===== src/rtl/sky_stacker_pkg.sv =====
`default_nettype none
// ============================================================================
//  Module      : sky_stacker_pkg
//  Description : Shared types and constants for the tower-stacking game:
//                tracker state encoding, block colours, score increments and
//                a saturating score adder.
//  Revision    : 1.0 - initial release
// ============================================================================
package sky_stacker_pkg;

    // Tracker states
    typedef enum logic [1:0] {
        ST_PLAY  = 2'd0,
        ST_CATCH = 2'd1,
        ST_CLEAR = 2'd2,
        ST_OVER  = 2'd3
    } state_t;

    // Block colours; NONE marks an empty tower slot
    localparam logic [1:0] c_color_none = 2'd0;
    localparam logic [1:0] c_color_c1   = 2'd1;
    localparam logic [1:0] c_color_c2   = 2'd2;
    localparam logic [1:0] c_color_c3   = 2'd3;

    // Score increments
    localparam logic [15:0] c_score_catch = 16'd1;
    localparam logic [15:0] c_score_match = 16'd5;

    // Bonus for filling the whole tower: two points per block of capacity
    function automatic logic [15:0] score_clear(input int max_stack);
        return 16'(2 * max_stack);
    endfunction

    // Score never wraps; it pins at all-ones
    function automatic logic [15:0] sat_add16(input logic [15:0] a, input logic [15:0] b);
        logic [16:0] sum;
        sum = {1'b0, a} + {1'b0, b};
        return sum[16] ? 16'hFFFF : sum[15:0];
    endfunction

endpackage
`default_nettype wire


===== src/rtl/stack_tracker_color_stack.sv =====
`default_nettype none
// ============================================================================
//  Module      : color_stack
//  Description : 2-bit colour LIFO of depth MAX_STACK. Supports push, a
//                double pop (top two entries) and a full clear. Exposes the
//                height, the top colour, the packed contents (entry 0 =
//                bottom, unused slots read 0) and a flag telling whether the
//                top two entries both equal a candidate colour.
//  Revision    : 1.0 - initial release
// ============================================================================
module color_stack
    import sky_stacker_pkg::*;
#(
    parameter int MAX_STACK = 8,
    parameter bit MATCH_EN  = 1'b0
) (
    input  logic                   fall_clk,
    input  logic                   rst,
    input  logic                   push,
    input  logic                   pop2,
    input  logic                   clear,
    input  logic [1:0]             push_color,
    input  logic [1:0]             match_color,
    output logic [3:0]             height,
    output logic [1:0]             top,
    output logic [2*MAX_STACK-1:0] contents,
    output logic                   top2_match
);

    localparam logic [3:0] c_depth = 4'(MAX_STACK);

    logic [1:0] r_mem [MAX_STACK];
    logic [3:0] r_height;
    logic [1:0] w_top;
    logic [1:0] w_second;

    // Storage update: clear wins, then push (when not full), then double pop
    always_ff @(posedge fall_clk or posedge rst) begin
        if (rst) begin
            for (int i = 0; i < MAX_STACK; i++) r_mem[i] <= c_color_none;
            r_height <= 4'd0;
        end else if (clear) begin
            for (int i = 0; i < MAX_STACK; i++) r_mem[i] <= c_color_none;
            r_height <= 4'd0;
        end else if (push && (r_height < c_depth)) begin
            for (int i = 0; i < MAX_STACK; i++) begin
                if (r_height == 4'(i)) r_mem[i] <= push_color;
            end
            r_height <= r_height + 4'd1;
        end else if (pop2 && (r_height >= 4'd2)) begin
            // Popped slots are zeroed so unused entries always read NONE
            for (int i = 0; i < MAX_STACK; i++) begin
                if ((r_height == 4'(i + 1)) || (r_height == 4'(i + 2))) r_mem[i] <= c_color_none;
            end
            r_height <= r_height - 4'd2;
        end
    end

    // Select the top and second-from-top entries from the current height
    always_comb begin
        w_top    = c_color_none;
        w_second = c_color_none;
        for (int i = 0; i < MAX_STACK; i++) begin
            if (r_height == 4'(i + 1)) w_top    = r_mem[i];
            if (r_height == 4'(i + 2)) w_second = r_mem[i];
        end
    end

    generate
        for (genvar i = 0; i < MAX_STACK; i++) begin : g_pack
            assign contents[2*i +: 2] = r_mem[i];
        end
    endgenerate

    assign height     = r_height;
    assign top        = w_top;
    assign top2_match = MATCH_EN && (r_height >= 4'd2) &&
                        (w_top == match_color) && (w_second == match_color);

endmodule
`default_nettype wire


===== src/rtl/stack_tracker.sv =====
`default_nettype none
// ============================================================================
//  Module      : stack_tracker
//  Description : Compares the falling item against the catcher and the
//                current tower top every fall_clk, decides catch or miss,
//                keeps the colour tower, score and miss count, and pulses
//                collision for one cycle on every catch so the item respawns.
//  Options     : SKY_STACKER_COLOR_MATCH_EN - when defined, catching a block
//                whose colour equals the top two tower blocks removes those
//                two blocks and scores 5 instead of pushing.
//  Revision    : 1.0 - initial release
// ============================================================================
module stack_tracker
    import sky_stacker_pkg::*;
#(
    parameter int ITEM_W     = 20,
    parameter int ITEM_H     = 20,
    parameter int CATCH_W    = 80,
    parameter int BASE_Y     = 460,
    parameter int MISS_Y     = 400,
    parameter int MAX_STACK  = 8,
    parameter int MISS_LIMIT = 3
) (
    input  logic                   fall_clk,
    input  logic                   rst,
    input  logic                   pause,
    input  logic [9:0]             item_x,
    input  logic [9:0]             item_y,
    input  logic [1:0]             item_color,
    input  logic [9:0]             catcher_x,
    output logic                   collision,
    output logic [3:0]             stack_height,
    output logic [1:0]             top_color,
    output logic [2*MAX_STACK-1:0] stack_colors,
    output logic [15:0]            score,
    output logic [1:0]             misses,
    output logic                   game_over
);

`ifdef SKY_STACKER_COLOR_MATCH_EN
    localparam bit c_match_en = 1'b1;
`else
    localparam bit c_match_en = 1'b0;
`endif

    localparam logic [10:0] c_item_w     = 11'(ITEM_W);
    localparam logic [10:0] c_item_h     = 11'(ITEM_H);
    localparam logic [10:0] c_catch_w    = 11'(CATCH_W);
    localparam logic [10:0] c_base_y     = 11'(BASE_Y);
    localparam logic [10:0] c_miss_y     = 11'(MISS_Y);
    localparam logic [3:0]  c_max_stack  = 4'(MAX_STACK);
    localparam logic [1:0]  c_miss_limit = 2'(MISS_LIMIT);
    localparam logic [15:0] c_score_full = score_clear(MAX_STACK);

    state_t      r_state;
    state_t      w_state_nxt;
    logic [15:0] r_score;
    logic [15:0] w_score_nxt;
    logic [1:0]  r_misses;
    logic [1:0]  w_misses_nxt;
    logic [1:0]  w_misses_inc;
    logic        r_armed;
    logic        w_armed_nxt;

    logic        w_push;
    logic        w_pop2;
    logic        w_clear;
    logic        w_match;

    logic [10:0] w_top_y;
    logic [10:0] w_item_x;
    logic [10:0] w_item_y;
    logic [10:0] w_catcher_x;
    logic        w_hit_y;
    logic        w_overlap;
    logic        w_past_miss;

    color_stack #(
        .MAX_STACK (MAX_STACK),
        .MATCH_EN  (c_match_en)
    ) u_color_stack (
        .fall_clk    (fall_clk),
        .rst         (rst),
        .push        (w_push),
        .pop2        (w_pop2),
        .clear       (w_clear),
        .push_color  (item_color),
        .match_color (item_color),
        .height      (stack_height),
        .top         (top_color),
        .contents    (stack_colors),
        .top2_match  (w_match)
    );

    // Geometry in 11-bit unsigned so item_y + ITEM_H cannot wrap
    assign w_item_x    = {1'b0, item_x};
    assign w_item_y    = {1'b0, item_y};
    assign w_catcher_x = {1'b0, catcher_x};
    assign w_top_y     = c_base_y - (c_item_h * {7'd0, stack_height});
    assign w_hit_y     = (w_item_y + c_item_h) >= w_top_y;
    assign w_overlap   = ((w_item_x + c_item_w) > w_catcher_x) &&
                         (w_item_x < (w_catcher_x + c_catch_w));
    assign w_past_miss = w_item_y >= c_miss_y;
    assign w_misses_inc = (r_misses >= c_miss_limit) ? c_miss_limit : (r_misses + 2'd1);

    // Next-state, counter and tower-control decisions
    always_comb begin
        w_state_nxt  = r_state;
        w_score_nxt  = r_score;
        w_misses_nxt = r_misses;
        w_armed_nxt  = r_armed;
        w_push       = 1'b0;
        w_pop2       = 1'b0;
        w_clear      = 1'b0;

        // A fresh spawn at the top of the screen re-arms evaluation
        if (item_y == 10'd0) w_armed_nxt = 1'b1;

        case (r_state)
            ST_PLAY: begin
                if (!pause && r_armed) begin
                    if (w_hit_y && w_overlap) begin
                        w_armed_nxt = 1'b0;
                        w_state_nxt = ST_CATCH;
                        if (w_match) begin
                            w_pop2      = 1'b1;
                            w_score_nxt = sat_add16(r_score, c_score_match);
                        end else begin
                            w_push      = 1'b1;
                            w_score_nxt = sat_add16(r_score, c_score_catch);
                        end
                    end else if (w_hit_y || w_past_miss) begin
                        w_armed_nxt  = 1'b0;
                        w_misses_nxt = w_misses_inc;
                        if (w_misses_inc == c_miss_limit) w_state_nxt = ST_OVER;
                    end
                end
            end
            ST_CATCH: begin
                // A full tower is cleared on entry to CLEAR and pays the bonus
                if (stack_height == c_max_stack) begin
                    w_clear     = 1'b1;
                    w_score_nxt = sat_add16(r_score, c_score_full);
                    w_state_nxt = ST_CLEAR;
                end else begin
                    w_state_nxt = ST_PLAY;
                end
            end
            ST_CLEAR: begin
                w_state_nxt = ST_PLAY;
            end
            ST_OVER: begin
                w_armed_nxt = r_armed;
            end
            default: begin
                w_state_nxt = ST_PLAY;
            end
        endcase
    end

    // State and counter registers
    always_ff @(posedge fall_clk or posedge rst) begin
        if (rst) begin
            r_state  <= ST_PLAY;
            r_score  <= 16'd0;
            r_misses <= 2'd0;
            r_armed  <= 1'b1;
        end else begin
            r_state  <= w_state_nxt;
            r_score  <= w_score_nxt;
            r_misses <= w_misses_nxt;
            r_armed  <= w_armed_nxt;
        end
    end

    assign collision = (r_state == ST_CATCH);
    assign game_over = (r_state == ST_OVER);
    assign score     = r_score;
    assign misses    = r_misses;

endmodule
`default_nettype wire


===== config.mk =====
export PLATFORM = sky130hd
export DESIGN_NAME = stack_tracker
export DESIGN_NICKNAME = d
export VERILOG_FILES = /design/src/rtl/sky_stacker_pkg.sv /design/src/rtl/stack_tracker_color_stack.sv /design/src/rtl/stack_tracker.sv
export SDC_FILE = /design/constraint.sdc
export NUM_CORES = 1
export LEC_CHECK = 0
export BUFFER_PORTS_ARGS = -buffer_cell sky130_fd_sc_hd__buf_4
export CELL_PAD_IN_SITES_DETAIL_PLACEMENT = 1
export CELL_PAD_IN_SITES_GLOBAL_PLACEMENT = 1
export CORE_ASPECT_RATIO = 2
export CORE_MARGIN = 1.5
export CORE_UTILIZATION = 41
export DETAILED_ROUTE_END_ITERATION = 12
export GPL_ROUTABILITY_DRIVEN = 0
export HOLD_SLACK_MARGIN = 0.1
export PLACE_DENSITY = 0.82
export RECOVER_POWER = 50
export SLEW_MARGIN = 25
export SYNTH_ARGS = -nofsm -noshare
export SYNTH_HDL_FRONTEND = slang
export SYNTH_SLANG_ARGS = --single-unit

===== constraint.sdc =====
create_clock -name fall_clk -period 5.4 [get_ports fall_clk]
set_input_delay 0.81 -clock fall_clk [delete_from_list [all_inputs] [get_ports fall_clk]]
set_output_delay 0.81 -clock fall_clk [all_outputs]
set_load 0.02 [all_outputs]

=== Word level (Yosys, flattened, before mapping) ===
Cells that the tools add are included.

* Add/subtract/negate cells: 8
* Multiply operators: 1
* Order comparisons: 6
* Eq/ne operators: 17
* Muxes and demuxes: 43
* Bitwise gates (word level): 1
* Reduce and logical (&&, ||, !) cells: 31

{| class="wikitable"
|+ Operators by type and width
! operator !! number
|-
| 16-bit two-way mux || 7
|-
| 2-bit two-way mux || 22
|-
| 16-bit case mux with 2 select lines || 1
|-
| 10-bit by 5-bit adder with 11-bit output (second input constant) || 2
|-
| 2-bit nonzero test || 10
|-
| 16-bit by 1-bit adder with 17-bit output (second input constant) || 1
|-
| 16-bit by 5-bit adder with 17-bit output (second input constant) || 1
|-
| 4-bit by 3-bit equality test with 1-bit output (second input constant) || 4
|-
| 2-bit AND reduction || 8
|-
| 4-bit AND reduction || 3
|-
| 10-bit by 7-bit adder with 11-bit output (second input constant) || 1
|-
| 11-bit greater-or-equal comparator || 1
|-
| 11-bit by 10-bit greater-than comparator with 1-bit output || 1
|-
| 10-bit by 11-bit less-than comparator with 1-bit output || 1
|-
| 10-bit by 9-bit greater-or-equal comparator with 1-bit output (second input constant) || 1
|-
| 10-bit zero test || 1
|-
| 9-bit by 9-bit subtractor with 10-bit output (first input constant) || 1
|-
| 1-bit two-way mux || 9
|-
| 4-bit by 2-bit equality test with 1-bit output (second input constant) || 2
|-
| 4-bit two-way mux || 2
|-
| 3-bit by 4-bit multiplier with 7-bit output (first input constant) || 1
|-
| 2-bit equality test (second input constant) || 3
|-
| 3-bit != test (second input constant) || 2
|-
| 2-bit case mux with 3 select lines || 1
|-
| other kinds (17) || 21
|}

* Register bits: 41
* Input bits: 35
* Output and inout bits: 42

=== Longest topological paths before layout ===
* Depth after elaboration: 10
* Mapped depth: 16
* Mapped depth without buffers: 15

=== Cells and area by module ===
From an unflattened synthesis, not the netlist that was laid out.

* Cell total of the unflattened synthesis: 480
* Area total of the unflattened synthesis: 4167.7 um^2

{| class="wikitable"
|+ Modules (own cells, without submodules)
! module !! instances !! cells each !! area an instance (um^2)
|-
| stack_tracker || 1 || 323 || 2700.1
|-
| color_stack || 1 || 157 || 1467.7
|}

=== Worst setup path after synthesis ===
Ideal clock, no wire load.

* Path type: register -> register
* Start: reg u_color_stack.r_height[1], in the netlist u_color_stack.height[1]
* End: reg r_score[3], in the netlist score[3]
* Library setup time: 0.094 ns
* Arrival time: 3.966 ns
* Data required time: 5.306 ns
* Setup slack: 1.340 ns
* Cell stages (with the launch flop): 16
* Period minus slack after synthesis: 4.060 ns
* Cells stage by stage: dfrtp_1 > ha_1 > ha_1 > fa_1 > o21ai_0 > nor2_1 > nand3_1 > ha_1 > a21o_1 > a211oi_1 > o2bb2ai_1 > or4_4 > buf_6 > or2_4 > or3_1 > a221oi_2

* Word-level cells in the longest chain between the ends: 6

{| class="wikitable"
|+ Ends and longest elaborated chain
! what !! line !! text
|-
| start, declared || stack_tracker_color_stack.sv:33 || <nowiki>logic [3:0] r_height;</nowiki>
|-
| start signal, assigned || stack_tracker_color_stack.sv:49 || <nowiki>r_height <= r_height + 4'd1;</nowiki>
|-
| start signal, assigned || stack_tracker_color_stack.sv:55 || <nowiki>r_height <= r_height - 4'd2;</nowiki>
|-
| 3-bit by 4-bit multiplier with 7-bit output || stack_tracker.sv:99 || <nowiki>assign w_top_y = c_base_y - (c_item_h * {7'd0, stack_height});</nowiki>
|-
| 9-bit by 9-bit subtractor with 10-bit output || stack_tracker.sv:99 ||
|-
| 11-bit greater-or-equal comparator || stack_tracker.sv:100 || <nowiki>assign w_hit_y = (w_item_y + c_item_h) >= w_top_y;</nowiki>
|-
| 1-bit logical AND || stack_tracker.sv:122 || <nowiki>if (w_hit_y && w_overlap) begin</nowiki>
|-
| 2-bit != test (no source line) || - ||
|-
| 4-bit AND reduction (no source line) (*) || - ||
|-
| end signal, assigned || stack_tracker.sv:170 || <nowiki>r_score <= w_score_nxt;</nowiki>
|-
| end, declared || stack_tracker.sv:57 || <nowiki>logic [15:0] r_score;</nowiki>
|}

Every way passes the cells marked *; elsewhere a longest branch is shown, timed or not.
A chain may end at the register's enable or synchronous reset.

=== Worst setup path in the final report ===
* Start: reg u_color_stack.r_height[3], in the netlist u_color_stack.height[3]
* End: reg u_color_stack.r_mem, in the netlist u_color_stack.contents[4]

* Word-level cells in the longest chain between the ends: 10

{| class="wikitable"
|+ Ends and longest elaborated chain
! what !! line !! text
|-
| 3-bit by 4-bit multiplier with 7-bit output || stack_tracker.sv:99 ||
|-
| 9-bit by 9-bit subtractor with 10-bit output || stack_tracker.sv:99 ||
|-
| 11-bit greater-or-equal comparator || stack_tracker.sv:100 ||
|-
| 1-bit logical AND || stack_tracker.sv:122 ||
|-
| 1-bit two-way mux || stack_tracker.sv:122 ||
|-
| 1-bit two-way mux || stack_tracker.sv:121 || <nowiki>if (!pause && r_armed) begin</nowiki>
|-
| 1-bit two-way mux || stack_tracker.sv:119 || <nowiki>case (r_state)</nowiki>
|-
| 1-bit logical AND || stack_tracker_color_stack.sv:45 || <nowiki>end else if (push && (r_height < c_depth)) begin</nowiki>
|-
| 2-bit nonzero test (no source line) || - ||
|-
| 2-bit AND reduction (no source line) || - ||
|-
| end signal, assigned by index || stack_tracker_color_stack.sv:47 || <nowiki>if (r_height == 4'(i)) r_mem[i] <= push_color;</nowiki>
|-
| end signal, assigned by index || stack_tracker_color_stack.sv:53 || <nowiki>if ((r_height == 4'(i + 1)) || (r_height == 4'(i + 2))) r_mem[i] <= c_color_none;</nowiki>
|-
| end, declared || stack_tracker_color_stack.sv:32 || <nowiki>logic [1:0] r_mem [MAX_STACK];</nowiki>
|}

Parallel ways exist; a longest one is shown, timed or not.

==> impl_results.md <==
* Status: finished with violations
* Failing checks: capacitance limit, slew limit
* Mux cell area share after synthesis at 0.07351
* Chip Height at 134.1 um
* Hold Slack at 0.5168 ns
* Number of buffers added on ports at 76
* Setup TNS at 0 ns
* Critical path's slowest cell: dfrtp_1
* Clock-pin transition on the worst setup and hold timing paths at 0.06 ns
* Worst Max-Slew Pin Slew at 2.338 ns
* Initial Util at 0.4249
* Leakage at 2.067 nW
* Synth unique cells at 54
* Mean post-synth cell area at 8.700 sq um
* Root buffer cell: clkbuf_16
* Top-level I/O count at 77
* Initial antenna violation count at 0
* CTS H-tree lvls at 2
* Fin crit share at 0.8731
* Top cell by count, worst path: ha_1
* Adder-Cell Fraction of Synth Area at 0.1655
* #FFs+latches synth at 41
* DRT Pass-1 Iters at 4
* Total gr overflow at 0
* # setup viols final at 0
* Final Net Count at 559
* Layout cells sized above 1 at 0.1587
* Synth Area in Simple Gates at 0.2053
* Critical Path Sink Type: flop
* Iteration-0 DRC Markers at 210
* CTS tree: yes
* Synth Area in XOR/XNOR at 0.05220
* FP Rows at 47
* Startpoint Class: flop
* CP max FO at 17
* Fmax at 0.2121 GHz
* CORE AREA at 0.008292 sq mm
* CP max stage delay at 0.70 ns
* Routed wire per std cell at 18.97 um
* Most frequent cells in the layout: buf_4 (54), nand2_1 (51), ha_1 (45)
* Core Util, Final at 0.5117
* Clock Sinks at 41
* Final Hold Viols at 0
* Worst Skew at 0.006126 ns
* CP Data Required Time at 5.60 ns
* First-pass GRT wire length at 17,870 um
* Routed WL at 10,940 um
* Slew headroom at -0.5589
* CTS max path bufs at 2
* Area occupied by multi-input gates at 0.002346 sq mm
* WS Path Type: flop to flop
* HP Class: flop to flop
* Combinational family with the most area after synthesis: simple AND/OR/NAND/NOR gates
* Ys Warns at 0
* Post-Syn Nets at 486
* Clk_lat worst skew at 0.29 ns
* Pwr Density at 239.5 mW/mm^2
* Synthesized area at 0.003523 sq mm
* Final antenna diode count at 0
* Post-DRT Antenna Nets at 0
* DR vias/cell at 5.910
* Post-synthesis compound-gate area fraction at 0.1694
* Mapped Cells at 405
* Hold-fix buffers, CTS at 0
* Post-DP HPWL at 8861 um
* Asr flop ratio synth at 1.000
* CTS buffer count at 5
* Minimum clock period at 4.715 ns
* Crit path cell chain: ha_1 -> ha_1 -> fa_1 -> o21ai_0 -> nor2_1 -> nand3_1 -> ha_1 -> a21o_1 -> a211oi_1 -> o2bb2ai_1 -> or4_4 -> nor2_1 -> and3_1 -> mux2i_1
* Die Width at 68.55 um
* Ys flop type: dfrtp_1
* Most common cell after layout, fill and taps aside: buf_4
* CTS resizes at 0
* # DRC at 0
* Filler cells at 1,029
* RSZ-0062 raised after global routing: no
* Die area at 0.009193 sq mm
* Worst IR drop on VDD at 0.1202 mV
* Total track usage at 0.2577
* Via count at 3,410
* Max Slew Vio Count at 42
* Synth-to-layout area growth at 20.42%
* Register area at 0.001027 sq mm
* Post-synthesis sequential area ratio at 0.2915
* CP Data Arrival Time at 4.92 ns
* Setup Buffers After CTS at 0
* Max cap viols at 1
* Largest net degree at the start of global routing at 42
* Vias in the first global route at 3,763
* EDFF count, synth at 0
-- per-stage QoR --
| stage | instance area (sq um) | std cells | worst slack (ns) | total power (W) |
|---|---|---|---|---|
| 6_report | 4243 | 577 | 0.6855 | 0.001016 |
| 5_1_grt | 4243 | 577 | 0.4063 | 0.001084 |
| 3_3_place_gp | 4175 | 569 | 0.9351 | 0.0007074 |
| 3_5_place_dp | 4175 | 569 | 0.6961 | 0.0007219 |
| 2_1_floorplan | 3523 | 405 | 1.340 | 0.0005888 |
| 4_1_cts | 4325 | 577 | 0.6981 | 0.001032 |
-- power breakdown --
group          switching (W)  internal (W)
sequential         0.0000288      0.000332
clock               0.000122      0.000184
combinational       0.000207      0.000142
total               0.000358      0.000658
-- logic make-up after synthesis --
logic type	Yosys count
AOI/OAI and AO/OA	91
DFF	41
xor gates and xnor gates	21
adders and majority gates	46
and+or+nand+nor	143
buffers and inverters	38
muxes	25
-- per-layer routing --
layer	vias to the layer above	wire [um]	global-route usage	part of all wire
li1	1608	-	-	-
met1	1691	3546	0.2347	0.32
met2	79	6703	0.5091	0.61
met3	32	233	0.02097	0.021
met4	0	461	0.1422	0.042
met5	-	0	0	0
-- registers in the layout, indices dropped and copies added (netlist names) --
name,count
r_state,2
r_armed,1
misses,2
u_color_stack.contents,16
u_color_stack.height,4
score,16
-- worst paths after layout --
| kind | startpoint | endpoint | slack, ns | cells past startpoint |
|---|---|---|---|---|
| worst max-delay path | u_color_stack.height[3] | u_color_stack.contents[4] | 0.69 | 14 |
| worst min-delay path | r_armed | r_armed | 0.52 | 1 |
| worst max register to register | u_color_stack.height[3] | u_color_stack.contents[4] | 0.69 | 14 |
| worst min register to register | r_armed | r_armed | 0.52 | 1 |
| max in group asynchronous | rst | score[8] | 2.67 | 3 |
| min in group asynchronous | rst | u_color_stack.contents[8] | 1.38 | 3 |
-- worst max-delay path, delay by kind of cell (launching register included) --
kind / cells / cell delay (ns)
adders and majority gates: 4 / 1.48
DFF: 1 / 0.70
AOI/OAI and AO/OA: 4 / 0.50
muxes: 1 / 0.22
and+or+nand+nor: 5 / 1.74
-- cell type report --
class                      instances  share of cell area
multi-input combinational        326              0.5529
clock buffer                       7             0.03362
timing repair buffer              77              0.1168
inverter                          27             0.02389
tap                               98             0.02890
clock inverter                     1            0.001769
sequential                        41              0.2421
-- synth_stat cells, types with 9 or more instances --
cell,n,area (sq um)
nand2_1,51,191.4
ha_1,45,563.0
dfrtp_1,40,1001
inv_1,27,101.4
a21oi_1,23,115.1
o21ai_0,19,95.09
mux2i_1,18,180.2
nor2_1,17,63.81
nand3_1,16,80.08
xnor2_1,16,140.1
and3_1,13,81.33
clkbuf_1,9,33.78
Note: power is estimated with default switching activity, not from simulation.
